## src/rtl/seq_detector.sv

```systemverilog
// rtl/seq_detector.sv - serial fixed-pattern detector with match pulse and match counter
//
// Consumes one serial bit per clock while en=1.
// Flags every occurrence of PATTERN with a one-cycle pulse on match.
// Counts matches on match_cnt.
//
// Ports:
//   clk        rising-edge clock
//   rst_n      synchronous active-low reset
//   en         bit-valid; d is sampled only when en=1
//   d          serial data bit
//   window     last PAT_W accepted bits, newest in LSB
//   fill       accepted bits since reset/clear, saturates at PAT_W
//   match      registered 1-cycle pulse on pattern hit
//   match_cnt  wrapping count of matches since reset
//
// Build option SEQ_DET_NONOVERLAP_EN:
//   When defined, a hit clears fill, so the next hit needs PAT_W fresh bits.
//   When undefined, detection overlaps.

module seq_detector #(
  parameter int               PAT_W   = 4,
  parameter logic [PAT_W-1:0] PATTERN = 4'b1011,
  parameter int               CNT_W   = 8
) (
  input  logic             clk,
  input  logic             rst_n,
  input  logic             en,
  input  logic             d,
  output logic [PAT_W-1:0] window,
  output logic [4:0]       fill,
  output logic             match,
  output logic [CNT_W-1:0] match_cnt
);

  localparam logic [4:0]       FILL_MAX = 5'(PAT_W);
  localparam logic [CNT_W-1:0] CNT_ONE  = {{(CNT_W-1){1'b0}}, 1'b1};

  logic [PAT_W-1:0] window_next;
  logic [4:0]       fill_inc;
  logic             hit;

  assign window_next = {window[PAT_W-2:0], d};
  assign fill_inc    = fill + 5'd1;

  // The fill guard keeps the reset-zero window from combining with the first
  // few bits into a false hit (matters for patterns with leading zeros).
  assign hit = en && (window_next == PATTERN) && (fill_inc >= FILL_MAX);

  always_ff @(posedge clk) begin
    if (!rst_n) begin
      window    <= '0;
      fill      <= '0;
      match     <= 1'b0;
      match_cnt <= '0;
    end else begin
      match <= hit;
      if (en) begin
        window <= window_next;
`ifdef SEQ_DET_NONOVERLAP_EN
        if (hit) begin
          fill <= '0;
        end else if (fill != FILL_MAX) begin
          fill <= fill_inc;
        end
`else
        if (fill != FILL_MAX) begin
          fill <= fill_inc;
        end
`endif
      end
      if (hit) begin
        match_cnt <= match_cnt + CNT_ONE;
      end
    end
  end

endmodule

```

## config.mk

```make
export PLATFORM = sky130hd
export DESIGN_NAME = seq_detector
export DESIGN_NICKNAME = d
export VERILOG_FILES = /design/src/rtl/seq_detector.sv
export SDC_FILE = /design/constraint.sdc
export NUM_CORES = 1
export LEC_CHECK = 0
export CORE_ASPECT_RATIO = 0.7
export CORE_UTILIZATION = 42
export CTS_CLUSTER_DIAMETER = 120
export DETAILED_ROUTE_END_ITERATION = 10
export GPL_TIMING_DRIVEN = 1
export PLACE_DENSITY = 0.73
export SYNTH_ARGS = -nofsm -noshare
export SYNTH_HDL_FRONTEND = slang
export SYNTH_SLANG_ARGS = --single-unit
```

## constraint.sdc

```tcl
create_clock -name clk -period 1.85 [get_ports clk]
set_input_delay 0.37 -clock clk [delete_from_list [all_inputs] [get_ports clk]]
set_output_delay 0.37 -clock clk [all_outputs]
set_load 0.02 [all_outputs]
```

==> metrics <==
status=complete, no violations; Seq cells post-synth=18; clock share of power=0.336; endpoints failing setup=0; CTS Hold Bufs=0; minimum clock period=approximately 1800 ps; Pwr Density=around 620 mW/mm²; hold path cells=2; maximum vdd drop=0.448 mV; GRT Util Overall=0.172; Post-Route WL=around 1.8 mm; critical path fanouts, max=4; Worst path max stage delay=a little under 600 ps; switching part of the total=0.243; Final Worst Setup Slack=51.1 ps; Fmax=between 0.5 and 0.6 GHz; DR WL/cell=12.9 µm; via count=around 740; met2 WL=slightly above 800 µm; Register Area=~370 µm²; synth-to-layout area growth=41.3%; area leader, netlist=dfxtp_1; drt initial violations=22; max cap viols=0; Starting Density=0.448; multi-input logic area=482 µm²; crit share post-route=0.972; Synth top area share=0.430; Reg2Reg Setup Slack=~70 ps; met3 wire length=approximately 110 µm; Arr. time, crit path=1430 ps; Critical Path RT=1480 ps; CP startpoint kind=flop; maximum root-to-sink buffer count=2; Critical Path End Type=primary output; CP Cell Sequence=buf_4 > clkdlybuf4s50_1; Final nets=roughly 130; post-route cell area=0.00118 mm²; Seq pwr share=0.553; Post-Synthesis Cells=a little over 90; Resized cells post-CTS=0; largest net degree at the start of global routing=16; vias in the first global route=a little under 600; Placed Instance Area=between 0.001 and 0.0015 mm²; Cell Int Power=about 0.00056 W; CTS tree=yes; post-CTS setup buffers=0; hold_sp=match_cnt[7]; library cells used by synthesis=26; Post-synth top cells=dfxtp_1 (18), nor2_1 (15), mux2i_1 (8); Hold WC Path Type=reg -> reg; Syn Area/Cell=~9.2 µm²; Die H=39.4 µm; CORE AREA=~0.0019 mm²; DRT antenna net count=0; hold endpoint=match_cnt[7]; switching pwr=0.000178 W; Pre-antenna DRT Iters=4; IO Pins=22; initial antenna violation count=0; cts bufs inserted=3; vias per cell=between 5 and 6; DP Wirelength=1.29 mm; Final Hold Viols=0; gpl congestion=about 0.8; H-tree depth=1; Slew @ Worst Pin=between 500 and 600 ps; layout cells sized above 1=0.167; fin cells=approximately 140; worst r2r dst=match_cnt[4]; global route overflow=0; Clk pin slew, worst setup/hold paths=approximately 110 ps; most common cell in the netlist=dfxtp_1; top sig layer=met4; Post-synth EDFFs=0; critical path class=reg -> out; Inserted Diodes=0; die area=around 0.0022 mm²; RSZ-0062 raised after global routing=false; syn_nets=between 90 and 100; leakage=0.447 nW; drt drc=0; Cell Rows=13; Synth Flop Type=dfxtp_1; top post-synthesis cells by area=dfxtp_1 (43%), mux2i_1 (9.6%), nor2_1 (6.7%); Root Buffer=clkbuf_4; fill count=between 150 and 200; relative slew slack=0.611; RR Startpoint=fill[0]; wire length of the first global-routing pass=~2.7 mm; asr flop ratio synth=0; Seq/Total Area, Yosys=0.430; DP Cell Count=~140; wl on met1=approximately 900 µm; Post-Syn Area=between 800 and 900 µm²; worst skew pair latency=310 ps; clk sinks=18; Die X=55.4 µm; Slowest cell on crit path=clkdlybuf4s50_1; port bufs=21; dpl ws=-185 ps; Reg2Reg Depth=6; Pins Over Slew Limit=0; Synth Warn #=0; Comb power frac=0.112; Worst Clk Skew=10.1 ps
[worst max-delay path by stage]
stage	from	end	slack, ps	depth (start not counted)
after floorplan	fill[1]	match_cnt[6]	20	6
after global placement	d	match_cnt[6]	-130	6
after detailed placement	d	match_cnt[3]	-180	6
after CTS	fill[0]	match_cnt[6]	10	6
after global routing	fill[1]	fill[1]	5	2
final	fill[1]	fill[1]	50	2
[worst max-delay path, delay by kind of cell, from the launching register on]
kind / cells / cell delay (ps)
flops: 1 / 390
buf+inv: 2 / 730
[cells in the final DEF (no fill, tap or decap), types with 3 or more instances in the layout]
cell              n
nand4_1           3
xnor2_1           5
mux2i_1           8
and2_1            4
inv_1             5
nand2_1           4
clkbuf_4          3
buf_4             6
nand3_1           3
clkdlybuf4s50_1  21
nor2_1           15
dfxtp_1          16
[power groups by stage]
stage          sequential, W  clock (W)  combinational, W
2_1_floorplan       0.000422          0         0.0000321
3_3_place_gp        0.000412          0         0.0000769
3_5_place_dp        0.000412          0         0.0000788
4_1_cts             0.000403   0.000253         0.0000794
5_1_grt             0.000407   0.000267         0.0000895
6_report            0.000405   0.000247         0.0000818
[cells by family after synthesis]
| family | count (synthesis) | share of synthesized area |
|---|---|---|
| buf+inv | 7 | 0.0328 |
| compound gates | 12 | 0.110 |
| xor+xnor | 7 | 0.0731 |
| simple gates | 36 | 0.213 |
| fa+ha+maj | 3 | 0.0448 |
| mux | 8 | 0.0955 |
| flops | 18 | 0.430 |
[metrics by stage]
step	hold WS, ps	total power (W)	setup TNS, ps	util
global route	525	0.000764	0	0.633
detailed placement	473	0.000491	-951	0.599
CTS	485	0.000736	0	0.618
finish	485	0.000734	0	0.633
global placement	458	0.000489	-551	0.599
floorplan	508	0.000454	0	-
[layer usage]
metal | vias to the layer above | global-route usage
li1 | 371 | -
met1 | 335 | 0.230
met2 | 27 | 0.256
met3 | 2 | 0.0726
met4 | 0 | 0.0375
met5 | - | 0
[state kept, by name (all words and copies together) (netlist names)]
signal and count:
window 4, match 1, fill 5, match_cnt 8
[layout make-up]
cell class | instances | share of cell area
multi-input cells | 66 | 0.407
repair buffers | 27 | 0.215
inverters | 5 | 0.0158
flip-flops and latches | 18 | 0.308
well taps | 22 | 0.0232
clock buffers | 4 | 0.0306
Power figures use the tool's default switching activity.
